$ cat src/rtl/prim_pkg.sv
// Shared primitive helpers: pointer and occupancy-counter widths derived from an entry count.
package prim_pkg;

    // Index width for a ring of `depth` entries; a single-entry ring still needs one bit.
    function automatic int ptr_width(input int depth);
        return (depth > 1) ? $clog2(depth) : 1;
    endfunction

    // Width able to hold every occupancy value 0..depth inclusive.
    function automatic int count_width(input int depth);
        return $clog2(depth + 1);
    endfunction

endpackage

$ cat src/rtl/ring_ptr.sv
// Modulo-DEPTH ring pointer with synchronous clear and increment.
module ring_ptr
    import prim_pkg::*;
#(
    parameter int DEPTH = 2
) (
    input  logic                        clk,
    input  logic                        reset_n,
    input  logic                        clr,
    input  logic                        inc,
    output logic [ptr_width(DEPTH)-1:0] ptr
);

    localparam int            PW   = ptr_width(DEPTH);
    localparam logic [PW-1:0] LAST = PW'(DEPTH - 1);

    // NOTE: sequential state uses <= so every flop samples pre-edge values, independent of block order.
    always_ff @(posedge clk or negedge reset_n) begin
        if (!reset_n) begin
            ptr <= '0;
        end else if (clr) begin
            ptr <= '0;
        end else if (inc) begin
            ptr <= (ptr == LAST) ? '0 : ptr + PW'(1);
        end
    end

endmodule

$ cat src/rtl/elastic_buffer.sv
// Valid/ready elastic buffer (DEPTH=2 is a full-throughput skid buffer) with stall and flush.
// Optional macro ELASTIC_BUFFER_ZERO_ON_INVALID_EN forces d_o to zero whenever val_o is low.
module elastic_buffer
    import prim_pkg::*;
#(
    parameter int WIDTH = 32,
    parameter int DEPTH = 2
) (
    input  logic                          clk,
    input  logic                          reset_n,
    input  logic                          stall_i,
    input  logic                          flush_i,
    output logic                          rdy_o,
    input  logic                          val_i,
    input  logic [WIDTH-1:0]              d_i,
    input  logic                          rdy_i,
    output logic                          val_o,
    output logic [WIDTH-1:0]              d_o,
    output logic [count_width(DEPTH)-1:0] count_o
);

    localparam int            PW       = ptr_width(DEPTH);
    localparam int            CW       = count_width(DEPTH);
    localparam logic [CW-1:0] FULL_CNT = CW'(DEPTH);

    logic [WIDTH-1:0] mem [DEPTH];
    logic [PW-1:0]    wr_ptr;
    logic [PW-1:0]    rd_ptr;
    logic [CW-1:0]    count;
    logic             full;
    logic             empty;
    logic             push;
    logic             pop;

    // Occupancy alone decides full/empty, so ready never depends on rdy_i or val_i.
    assign full  = (count == FULL_CNT);
    assign empty = (count == '0);
    assign rdy_o = !full && !stall_i;
    assign val_o = !empty && !stall_i;
    assign push  = val_i && rdy_o;
    assign pop   = val_o && rdy_i;

    ring_ptr #(.DEPTH(DEPTH)) u_wr_ptr (
        .clk     (clk),
        .reset_n (reset_n),
        .clr     (flush_i),
        .inc     (push),
        .ptr     (wr_ptr)
    );

    ring_ptr #(.DEPTH(DEPTH)) u_rd_ptr (
        .clk     (clk),
        .reset_n (reset_n),
        .clr     (flush_i),
        .inc     (pop),
        .ptr     (rd_ptr)
    );

    always_ff @(posedge clk or negedge reset_n) begin
        if (!reset_n) begin
            count <= '0;
        end else if (flush_i) begin
            count <= '0;
        end else if (push && !pop) begin
            count <= count + CW'(1);
        end else if (pop && !push) begin
            count <= count - CW'(1);
        end
    end

    // NOTE: payload storage has no reset; occupancy already marks stale entries invalid.
    always_ff @(posedge clk) begin
        if (push) begin
            mem[wr_ptr] <= d_i;
        end
    end

    assign count_o = count;

`ifdef ELASTIC_BUFFER_ZERO_ON_INVALID_EN
    assign d_o = val_o ? mem[rd_ptr] : '0;
`else
    assign d_o = mem[rd_ptr];
`endif

endmodule
$ cat config.mk
export PLATFORM = sky130hd
export DESIGN_NAME = elastic_buffer
export DESIGN_NICKNAME = d
export VERILOG_FILES = /design/src/rtl/prim_pkg.sv /design/src/rtl/ring_ptr.sv /design/src/rtl/elastic_buffer.sv
export SDC_FILE = /design/constraint.sdc
export NUM_CORES = 1
export LEC_CHECK = 0
export CORE_ASPECT_RATIO = 0.8
export CORE_UTILIZATION = 47
export DETAILED_ROUTE_END_ITERATION = 10
export PLACE_DENSITY = 0.81
export SLEW_MARGIN = 20
export SYNTH_ARGS = -nofsm -noshare
export SYNTH_HDL_FRONTEND = slang
export SYNTH_HIERARCHICAL = 1
export SYNTH_SLANG_ARGS = --single-unit
export TNS_END_PERCENT = 5
$ cat constraint.sdc
create_clock -name clk -period 3.7 [get_ports clk]
set_input_delay 0.74 -clock clk [delete_from_list [all_inputs] [get_ports clk]]
set_output_delay 0.74 -clock clk [all_outputs]
set_load 0.02 [all_outputs]
==> results.json <==
{
  "status": "complete, but fails checks",
  "violations": "design-rule violations",
  "clock_latency_ns": 0.33,
  "cts-htree-levels": 3,
  "min_path_type": "in2async",
  "nFillCells": 335,
  "cts_tree": "built",
  "cp_max_fo": 21,
  "drcViolationCount": 6,
  "p_clk_share_pct": 35.2,
  "post-cts-setup-buffer-count": 0,
  "synthCells": 127,
  "maxCapViolCount": 0,
  "yosys_register_bits": 68,
  "rsz0062_at_grt": "no",
  "wl_mm": 4.86,
  "cts_resized": 0,
  "io_pins": 74,
  "synth.area.top_cells": "edfxtp_1 75%, mux2_1 13%, dfrtp_1 3.9%, xnor2_1 1.0%, mux2_2 0.88%",
  "first_pass_iters": 10,
  "multi_input_area_um2": 520,
  "p_total_mw": 1.64,
  "place.gp.congestion": 0.730,
  "ir_drop_v": 0.000328,
  "nets": 248,
  "area_delta_synth_final_pct": 40.2,
  "io_buffers": 73,
  "netlist_area_um2": 2550,
  "dieWidth_um": 84.4,
  "grt_util_all_layers_pct": 18.2,
  "drt_iter0_drc": 69,
  "wl_per_cell_um": 17.5,
  "pwr_density_cell_nw_per_um2": 458,
  "hold_buffers": 0,
  "leakage_nw": 1.21,
  "grt_pass1_vias": 1504,
  "syn_nets": 165,
  "ys_types": 19,
  "report.final.slew_viol_count": 0,
  "core_area_um2": 5120,
  "clock_sinks": 68,
  "final-seq-area_um2": 2020,
  "switching_share_pct": 20.8,
  "yosysSeqAreaShare_pct": 79.1,
  "worst_hold_slack_ns": 0.626,
  "final_util_pct": 69.9,
  "worstRegToRegCells": 4,
  "seqPwrFrac_pct": 53.9,
  "place_area_um2": 3390,
  "yosysWarnings": 6,
  "hold_violations": 0,
  "synth_most_common_cell": "edfxtp_1",
  "dieArea_um2": 5740,
  "synth_edf_count": 64,
  "antenna_found_initial": 0,
  "avgSynthCellArea_um2": 20.1,
  "crit_path_start_kind": "flop",
  "ys.flop_type": "edfxtp_1",
  "combinationalPowerShare_pct": 10.9,
  "antenna_cells": 0,
  "ys_async_sr_fraction_pct": 5.88,
  "finalClockSkew_ns": 0.00783,
  "worst_setup_path_end_kind": "output port",
  "p_int_mw": 1.30,
  "max_freq_ghz": 0.336,
  "crit_arrival_ns": 2.24,
  "cts_buffers": 9,
  "via_per_inst": 4.98,
  "stdcell_area_um2": 3580,
  "criticalPathCategory": "reg2out",
  "ys_top_cells_by_count": "64 x edfxtp_1, 30 x mux2_1, 6 x nor2_1",
  "cts_root_buf": "clkbuf_8",
  "startpoint": "u_rd_ptr/ptr",
  "synth_top_cell_area_share_pct": 75.2,
  "overflow": 0,
  "post-dp-hpwl_mm": 3.44,
  "grt_max_degree": 22,
  "drive_gt1_share_pct": 10.2,
  "fin_setup_tns_ns": 0,
  "detail-route-antenna-nets": 0,
  "finalCriticalPeriod_ns": 2.98,
  "power_switching_mw": 0.341,
  "relSlewSlack_pct": 58.5,
  "dieHeight_um": 67.9,
  "setup_viol_count_final": 0,
  "cts.path.max_buffers": 2,
  "vias": 1380,
  "rows": 23,
  "fin_crit_sh_pct": 80.4,
  "yosysTopAreaCell": "edfxtp_1",
  "r2r-start": "count_o[1]",
  "start_util_pct": 49.9,
  "grt_pass1_wl_mm": 7.32,
  "critPathRequiredTime_ns": 2.96,
  "clk_pin_slew_ns": 0.07,
  "timing_worst_slew_pin_value_ns": 0.622
}
==> final cells by class <==
type | instances | area share [%]
flip-flops and latches | 68 | 56.5
repair buffers | 76 | 21.4
multi-input cells | 55 | 14.5
clock buffers | 12 | 4.05
well taps | 62 | 2.17
clock inverters | 4 | 1.40
==> placed cells by master (no fill, tap or decap) <==
cell | netlist | layout
edfxtp_1 | 64 | 64
o32ai_1 | 1 | 1
xnor2_1 | 3 | 3
clkbuf_8 | 0 | 10
or2b_1 | 1 | 1
a21oi_1 | 2 | 2
nor2b_4 | 0 | 1
clkdlybuf4s50_1 | 0 | 73
o21ai_0 | 1 | 1
nand2b_1 | 1 | 1
mux2i_1 | 1 | 1
clkinvlp_4 | 0 | 2
clkinv_2 | 0 | 1
dfrtp_1 | 4 | 4
mux2_1 | 30 | 30
nor3b_2 | 1 | 1
buf_12 | 0 | 1
nor2_1 | 6 | 6
bufinv_16 | 0 | 1
mux2_2 | 2 | 2
clkbuf_1 | 0 | 2
or3_1 | 1 | 1
buf_4 | 0 | 2
and2_1 | 2 | 2
nor4bb_1 | 1 | 1
nor2b_2 | 1 | 1
==> worst max-delay path, stage by stage, from the launching register on <==
cell and delay, ns:
dfrtp_1 0.74, buf_12 0.25, mux2_1 0.35, clkdlybuf4s50_1 0.56
==> flip-flops by register name, indices dropped and copies added (netlist names) <==
name / cells
count_o: 2
mem: 64
u_rd_ptr/ptr: 1
u_wr_ptr/ptr: 1
==> worst paths after layout <==
kind                                end  slack (ns)
max                              d_o[0]        0.72
min in group clk           u_wr_ptr/ptr        0.63
min                        u_wr_ptr/ptr        0.63
max reg2reg                   mem[1][0]        1.55
max in group asynchronous  u_rd_ptr/ptr        2.88
min reg2reg                u_wr_ptr/ptr        0.63
==> cell families after synthesis <==
kind of cell    Yosys count  synth area share (%)
xor+xnor                  3                  1.03
mux                      33                  14.5
buf+inv                   4                 0.784
compound gates            4                 0.930
flops                    68                  79.1
simple gates             15                  3.62
==> layer usage <==
layer / GRT usage [%] / vias to the layer above / share of wire (%) / routed length [um]
met5: 0 / - / 0 / 0
met4: 8.90 / 0 / 1.2 / 57
met3: 6.39 / 7 / 6.4 / 312
met2: 33.8 / 57 / 54 / 2620
met1: 19.1 / 657 / 38 / 1860
li1: - / 659 / - / -
==> power groups by stage <==
stage	Combinational (mW)	Clock, mW	Sequential (mW)
after global placement	0.173	0	0.898
after global routing	0.189	0.618	0.886
after CTS	0.181	0.592	0.884
final	0.179	0.576	0.884
after detailed placement	0.179	0	0.901
after floorplan	0.0725	0	0.897
==> per-stage QoR <==
stage,cells,setup WS [ns]
after detailed placement,261,0.850
after global placement,261,0.944
after global routing,277,0.624
final,277,0.724
after CTS,277,0.677
after floorplan,127,0.819
Power figures use the tool's default switching activity.
